===== config.mk =====
export PLATFORM = sky130hd
export DESIGN_NAME = serial_mag_comp_flat
export DESIGN_NICKNAME = d
export VERILOG_FILES = /design/src/rtl/serial_mag_comp_pkg.sv /design/src/rtl/serial_mag_comp_if.sv /design/src/rtl/serial_mag_comp_twobit.sv /design/src/rtl/serial_mag_comp.sv /design/src/flat_wrapper.sv
export SDC_FILE = /design/constraint.sdc
export NUM_CORES = 1
export LEC_CHECK = 0
export ABC_CLOCK_PERIOD_IN_PS = 1300
export CORE_ASPECT_RATIO = 1.2
export CORE_UTILIZATION = 45
export CTS_CLUSTER_SIZE = 25
export DETAILED_ROUTE_END_ITERATION = 6
export GPL_ROUTABILITY_DRIVEN = 0
export GPL_TIMING_DRIVEN = 1
export HOLD_SLACK_MARGIN = 0.15
export PLACE_DENSITY = 0.76
export SETUP_SLACK_MARGIN = 0.5
export SYNTH_ARGS = -nofsm -noshare
export SYNTH_HDL_FRONTEND = slang
export SYNTH_SLANG_ARGS = --single-unit

===== constraint.sdc =====
create_clock -name clk -period 1.3 [get_ports clk]
set_input_delay 0.325 -clock clk [delete_from_list [all_inputs] [get_ports clk]]
set_output_delay 0.325 -clock clk [all_outputs]
set_load 0.02 [all_outputs]

===== src/rtl/serial_mag_comp_pkg.sv =====
// Shared types and helpers for the serial magnitude comparator.
package serial_cmp_pkg;

  typedef enum logic [1:0] {
    IDLE = 2'd0,
    RUN  = 2'd1,
    DONE = 2'd2
  } cmp_state_t;

  localparam int SLICE_W = 2;

  function automatic int nslices(input int width);
    return width / 2;
  endfunction

endpackage


===== src/rtl/serial_mag_comp_if.sv =====
// Start/done handshake and operand/result bus of the serial magnitude comparator.
interface serial_mag_comp_if #(
  parameter int WIDTH = 8
);
  logic             start;
  logic [WIDTH-1:0] a;
  logic [WIDTH-1:0] b;
  logic             busy;
  logic             done;
  logic             lt;
  logic             gt;
  logic             eq;

  modport master (output start, a, b, input busy, done, lt, gt, eq);
  modport slave  (input start, a, b, output busy, done, lt, gt, eq);
endinterface


===== src/rtl/serial_mag_comp_twobit.sv =====
// Gate-level 2-bit magnitude comparator used as the per-slice evaluator.
module twobit_com (
  input  logic a1,
  input  logic a0,
  input  logic b1,
  input  logic b0,
  output logic lt,
  output logic gt,
  output logic eq
);
  logic x1_s;
  logic x0_s;

  assign x1_s = ~(a1 ^ b1);
  assign x0_s = ~(a0 ^ b0);
  assign gt   = (a1 & ~b1) | (x1_s & a0 & ~b0);
  assign lt   = (~a1 & b1) | (x1_s & ~a0 & b0);
  assign eq   = x1_s & x0_s;
endmodule


===== src/rtl/serial_mag_comp.sv =====
// MSB-first serial magnitude comparator, one 2-bit slice per clock.
// Define SERIAL_MAG_COMP_EARLY_EXIT_EN to finish on the first unequal slice.
module serial_mag_comp
  import serial_cmp_pkg::*;
#(
  parameter int WIDTH = 8
) (
  input  logic clk,
  input  logic rst_n,
  serial_mag_comp_if.slave bus
);
  localparam int NS = nslices(WIDTH);
  localparam int CW = (NS > 1) ? $clog2(NS) : 1;

  cmp_state_t       state_q, state_d;
  logic [WIDTH-1:0] a_q, a_d;
  logic [WIDTH-1:0] b_q, b_d;
  logic [CW-1:0]    cnt_q, cnt_d;
  logic             dec_q, dec_d;
  logic             dir_gt_q, dir_gt_d;
  logic             lt_q, lt_d;
  logic             gt_q, gt_d;
  logic             eq_q, eq_d;
  logic             busy_q, busy_d;
  logic             done_q, done_d;

  logic s_lt, s_gt, s_eq;
  logic res_lt_s, res_gt_s, res_dec_s;
  logic exit_early_s;

  twobit_com u_slice (
    .a1 (a_q[WIDTH-1]),
    .a0 (a_q[WIDTH-2]),
    .b1 (b_q[WIDTH-1]),
    .b0 (b_q[WIDTH-2]),
    .lt (s_lt),
    .gt (s_gt),
    .eq (s_eq)
  );

  // An earlier deciding slice always wins over the current one.
  assign res_dec_s = dec_q | ~s_eq;
  assign res_lt_s  = dec_q ? ~dir_gt_q : s_lt;
  assign res_gt_s  = dec_q ? dir_gt_q  : s_gt;

`ifdef SERIAL_MAG_COMP_EARLY_EXIT_EN
  assign exit_early_s = ~s_eq;
`else
  assign exit_early_s = 1'b0;
`endif

  // Next-state, datapath and registered-output decode.
  always_comb begin
    state_d  = state_q;
    a_d      = a_q;
    b_d      = b_q;
    cnt_d    = cnt_q;
    dec_d    = dec_q;
    dir_gt_d = dir_gt_q;
    lt_d     = lt_q;
    gt_d     = gt_q;
    eq_d     = eq_q;
    case (state_q)
      IDLE: begin
        if (bus.start) begin
          a_d      = bus.a;
          b_d      = bus.b;
          cnt_d    = CW'(NS - 1);
          dec_d    = 1'b0;
          dir_gt_d = 1'b0;
          state_d  = RUN;
        end else begin
          state_d  = IDLE;
        end
      end
      RUN: begin
        a_d      = a_q << SLICE_W;
        b_d      = b_q << SLICE_W;
        cnt_d    = cnt_q - CW'(1);
        dec_d    = res_dec_s;
        dir_gt_d = res_gt_s;
        if ((cnt_q == {CW{1'b0}}) || exit_early_s) begin
          lt_d    = res_dec_s & res_lt_s;
          gt_d    = res_dec_s & res_gt_s;
          eq_d    = ~res_dec_s;
          state_d = DONE;
        end else begin
          state_d = RUN;
        end
      end
      DONE: begin
        state_d = IDLE;
      end
      default: begin
        state_d = IDLE;
      end
    endcase
    busy_d = (state_d != IDLE);
    done_d = (state_d == DONE);
  end

  // State, datapath and output registers.
  always_ff @(posedge clk or negedge rst_n) begin
    if (!rst_n) begin
      state_q  <= IDLE;
      a_q      <= {WIDTH{1'b0}};
      b_q      <= {WIDTH{1'b0}};
      cnt_q    <= {CW{1'b0}};
      dec_q    <= 1'b0;
      dir_gt_q <= 1'b0;
      lt_q     <= 1'b0;
      gt_q     <= 1'b0;
      eq_q     <= 1'b0;
      busy_q   <= 1'b0;
      done_q   <= 1'b0;
    end else begin
      state_q  <= state_d;
      a_q      <= a_d;
      b_q      <= b_d;
      cnt_q    <= cnt_d;
      dec_q    <= dec_d;
      dir_gt_q <= dir_gt_d;
      lt_q     <= lt_d;
      gt_q     <= gt_d;
      eq_q     <= eq_d;
      busy_q   <= busy_d;
      done_q   <= done_d;
    end
  end

  assign bus.busy = busy_q;
  assign bus.done = done_q;
  assign bus.lt   = lt_q;
  assign bus.gt   = gt_q;
  assign bus.eq   = eq_q;
endmodule


===== src/flat_wrapper.sv =====
// flat-port wrapper written by rule: the top's interface ports become plain ports
module serial_mag_comp_flat import serial_cmp_pkg::*;
#(
  parameter int WIDTH = 8
)
  (clk, rst_n, bus_start, bus_a, bus_b, bus_busy, bus_done, bus_lt, bus_gt, bus_eq);
  serial_mag_comp_if #(.WIDTH(WIDTH)) bus_i ();
  input  logic clk;
  input  logic rst_n;
  input wire logic [$bits(bus_i.start)-1:0] bus_start;
  input wire logic [$bits(bus_i.a)-1:0] bus_a;
  input wire logic [$bits(bus_i.b)-1:0] bus_b;
  output wire logic [$bits(bus_i.busy)-1:0] bus_busy;
  output wire logic [$bits(bus_i.done)-1:0] bus_done;
  output wire logic [$bits(bus_i.lt)-1:0] bus_lt;
  output wire logic [$bits(bus_i.gt)-1:0] bus_gt;
  output wire logic [$bits(bus_i.eq)-1:0] bus_eq;
  assign bus_i.start = bus_start;
  assign bus_i.a = bus_a;
  assign bus_i.b = bus_b;
  assign bus_busy = bus_i.busy;
  assign bus_done = bus_i.done;
  assign bus_lt = bus_i.lt;
  assign bus_gt = bus_i.gt;
  assign bus_eq = bus_i.eq;
  serial_mag_comp #(.WIDTH(WIDTH)) u_core (.clk(clk), .rst_n(rst_n), .bus(bus_i));
endmodule

==> impl_metrics.env, run 1 <==
export IMPL_outcome="complete, but fails checks"
export IMPL_failed_checks="setup timing"
export IMPL_synth_top_cells_by_area="dfrtp_1 53%, mux2i_1 9.5%, nand2_1 5.6%"
export IMPL_post_route_setup_slack_ns=-0.0884
export IMPL_synth_warnings=0
export IMPL_cts_sink_count=27
export IMPL_globalRouteTotalUtil=0.216
export IMPL_crit_fanout=4
export IMPL_wire_per_inst_um=15.7
export IMPL_syn_cell_area_um2=1260
export IMPL_timing_clock_skew_ns=0.00281
export IMPL_synth_top_area_share=0.534
export IMPL_vias_in_the_first_global_route=1035
export IMPL_route_final_wire_length_mm=3.05
export IMPL_timing_hold_violations_final=0
export IMPL_clockBufferDepth=2
export IMPL_net_count_of_the_mapped_netlist=135
export IMPL_setup_violations=2
export IMPL_overflow=0
export IMPL_p_per_area_nw_per_um2=2530
export IMPL_cts_buffers_inserted=3
export IMPL_crit_arrival_ns=1.62
export IMPL_max_cap_violations=0
export IMPL_initial_utilization=0.486
export IMPL_worst_hold_path_type="in -> async"
export IMPL_leakagePower_uw=0.000924
export IMPL_num_nets_final=184
export IMPL_io_buffers=23
export IMPL_measured_slew_at_the_worst_slew_check_pin_ns=0.308
export IMPL_rows=20
export IMPL_synthesis_instances=113
export IMPL_first_pass_grt_wire_length_mm=4.71
export IMPL_design_core_area_um2=2600
export IMPL_min_period_over_period=1.07
export IMPL_rsz_0062_raised_after_global_routing="true"
export IMPL_synth_top_cell_by_area="dfrtp_1"
export IMPL_clockRootBuffer="clkbuf_4"
export IMPL_vias=1042
export IMPL_synth_seq_area_share=0.534
export IMPL_detailedRoute_firstIterationViolations=34
export IMPL_cp_data_required_time_ns=1.53
export IMPL_tritoncts="yes"
export IMPL_fp_dieArea_um2=3030
export IMPL_synth_distinct_cells=26
export IMPL_final_layout_size_suffix_gt1_frac=0.460
export IMPL_critical_path_endpoint_type="register"
export IMPL_post_synthesis_sequential_element_count=27
export IMPL_clk_pin_slew_ns=0.14
export IMPL_max_clock_freq_mhz=720
export IMPL_die_y_um=60.1
export IMPL_finish_utilization=0.775
export IMPL_antenna_found_initial=0
export IMPL_drc=0
export IMPL_timing_worst_setup_path_type="reg -> reg"
export IMPL_post_synth_cell_area_avg_um2=11.2
export IMPL_grt_start_max_net_pins=28
export IMPL_power_total_uw=5090
export IMPL_startpoint_type_of_the_worst_setup_path="register"
export IMPL_area_delta_synth_final_pct=59.3
export IMPL_post_route_min_period_ns=1.39
export IMPL_route_detailed_vias_per_inst=5.37
export IMPL_die_x_um=50.4
export IMPL_cts_hold_buffers=0
export IMPL_ir_drop_mv=1.85
export IMPL_boundary_pins=24
export IMPL_max_transition_margin=0.795
export IMPL_dr_pass1_iters=4
export IMPL_htree_levels=1
export IMPL_drtAntennaViolNets=0
export IMPL_detailed_place_hpwl_mm=1.66
export IMPL_worst_skew_pair_late_latency_ns=0.32
export IMPL_diodes=0
export IMPL_slew_violations=0
-- timing repair --
item | CTS | global route
gates resized for setup | 59 | 19
cloned | 5 | 0
setup buffers | 9 | 2
pin swaps | 10 | 7
endpoints found under the setup margin | 32 | 32
-- synthesized netlist by cell type --
| cell type | instances |
|---|---|
| nor2_1 | 2 |
| o21ai_1 | 7 |
| o21ai_0 | 6 |
| a211oi_1 | 1 |
| a22o_2 | 1 |
| ha_1 | 3 |
| nor3b_1 | 1 |
| a22oi_1 | 1 |
| or2_1 | 2 |
| a21oi_1 | 3 |
| nor4b_2 | 1 |
| mux2i_1 | 12 |
| inv_1 | 7 |
| buf_2 | 1 |
| dfrtp_1 | 27 |
| nand2b_1 | 1 |
| o31ai_2 | 1 |
| buf_12 | 1 |
| a221o_1 | 1 |
| a22o_1 | 4 |
| nor2b_1 | 4 |
| inv_2 | 1 |
| buf_6 | 4 |
| o41ai_2 | 1 |
| nand2_1 | 19 |
| buf_4 | 1 |
-- worst max-delay path: stages, from the launching register on --
cell and delay, ns:
dfrtp_1 0.45, ha_4 0.30, nand2b_1 0.05, a221o_1 0.29
a22o_2 0.21
-- registers in the layout, indices dropped and copies added (netlist names) --
name and cells:
u_core.bus.done 1, u_core.bus.gt 1, u_core.dir_gt_q 1, u_core.cnt_q 2
u_core.a_q 8, u_core.dec_q 1, u_core.b_q 8, u_core.bus.lt 1
u_core.bus.eq 1, u_core.state_q 2, u_core.bus.busy 1
-- placed cells by master (no fill, tap or decap), types with 4 or more instances in the layout --
cell             netlist  final
buf_6                  4     10
o21ai_1                7      5
buf_16                 0      4
a22o_1                 4      4
clkdlybuf4s50_1        0     17
dfrtp_1               27     27
nand2_2                0      6
buf_4                  1     15
o21ai_2                0      7
mux2i_1               12      7
inv_2                  1      7
nand2_1               19     13
-- final timing paths --
| check | startpoint | end | slack, ns | cells past startpoint |
|---|---|---|---|---|
| max | u_core.b_q[7] | u_core.bus.lt | -0.09 | 4 |
| min | rst_n | u_core.cnt_q[1] | 0.34 | 2 |
| max reg2reg | u_core.b_q[7] | u_core.bus.lt | -0.09 | 4 |
| min reg2reg | u_core.a_q[4] | u_core.a_q[4] | 0.53 | 2 |
| max in group asynchronous | rst_n | u_core.b_q[4] | 0.81 | 2 |
| min in group clk | u_core.a_q[4] | u_core.a_q[4] | 0.53 | 2 |
-- cells by family after synthesis --
family,count (synthesis),synth area share
buffers and inverters,15,0.0851
and+or+nand+nor,30,0.115
DFF,27,0.534
muxes,12,0.0950
adders and majority gates,3,0.0297
AOI/OAI and AO/OA,26,0.141
-- final cells by class --
type / instances / area [um2]
multi-input combinational: 71 / 638
tap: 33 / 41.3
clock buffer: 4 / 26.3
sequential: 27 / 676
inverter: 8 / 35.0
timing repair buffer: 51 / 599
fill: 158 / 587
-- power by group --
group | switching (uW) | total (uW) | internal, uW
logic | 1360 | 3250 | 1890
registers | 287 | 1480 | 1190
clock network | 239 | 359 | 120
-- per-stage QoR --
| stage | std cells | setup WS (ns) | TNS (ns) | cell area [um2] | hold slack [ns] |
|---|---|---|---|---|---|
| floorplan | 113 | -0.0141 | -0.0141 | 1290 | 0.0294 |
| global placement | 174 | -0.274 | -4.59 | 1600 | 0.449 |
| detailed placement | 174 | -0.317 | -5.19 | 1600 | 0.480 |
| CTS | 192 | -0.0772 | -0.155 | 1920 | 0.348 |
| global route | 194 | -0.136 | -0.552 | 2020 | 0.343 |
| finish | 194 | -0.0884 | -0.156 | 2020 | 0.339 |
-- routing by layer --
layer / global-route usage / vias to the layer above / routed length, um / share of wire
li1: - / 487 / - / -
met1: 0.265 / 517 / 1250 / 0.41
met2: 0.390 / 32 / 1650 / 0.54
met3: 0.0254 / 6 / 94 / 0.031
met4: 0.0794 / 0 / 55 / 0.018
met5: 0 / - / 0 / 0
No activity file was read; power rests on OpenSTA's default activity.
==> run 2, diff against run 1 <==
--- a/config.mk
+++ b/config.mk
@@ -12,7 +12,7 @@
 export DETAILED_ROUTE_END_ITERATION = 6
 export GPL_ROUTABILITY_DRIVEN = 0
 export GPL_TIMING_DRIVEN = 1
-export HOLD_SLACK_MARGIN = 0.15
+export HOLD_SLACK_MARGIN = 0.06
 export PLACE_DENSITY = 0.76
 export SETUP_SLACK_MARGIN = 0.5
 export SYNTH_ARGS = -nofsm -noshare
==> results of run 2 <==
The final DEF is identical to that of run 1; final timing and power are the same.
==> run 3, diff against run 2 <==
--- a/config.mk
+++ b/config.mk
@@ -6,6 +6,7 @@
 export NUM_CORES = 1
 export LEC_CHECK = 0
 export ABC_CLOCK_PERIOD_IN_PS = 1300
+export CAP_MARGIN = 10
 export CORE_ASPECT_RATIO = 1.2
 export CORE_UTILIZATION = 45
 export CTS_CLUSTER_SIZE = 25
==> results of run 3 <==
The final DEF is identical to that of run 1; final timing and power are the same.
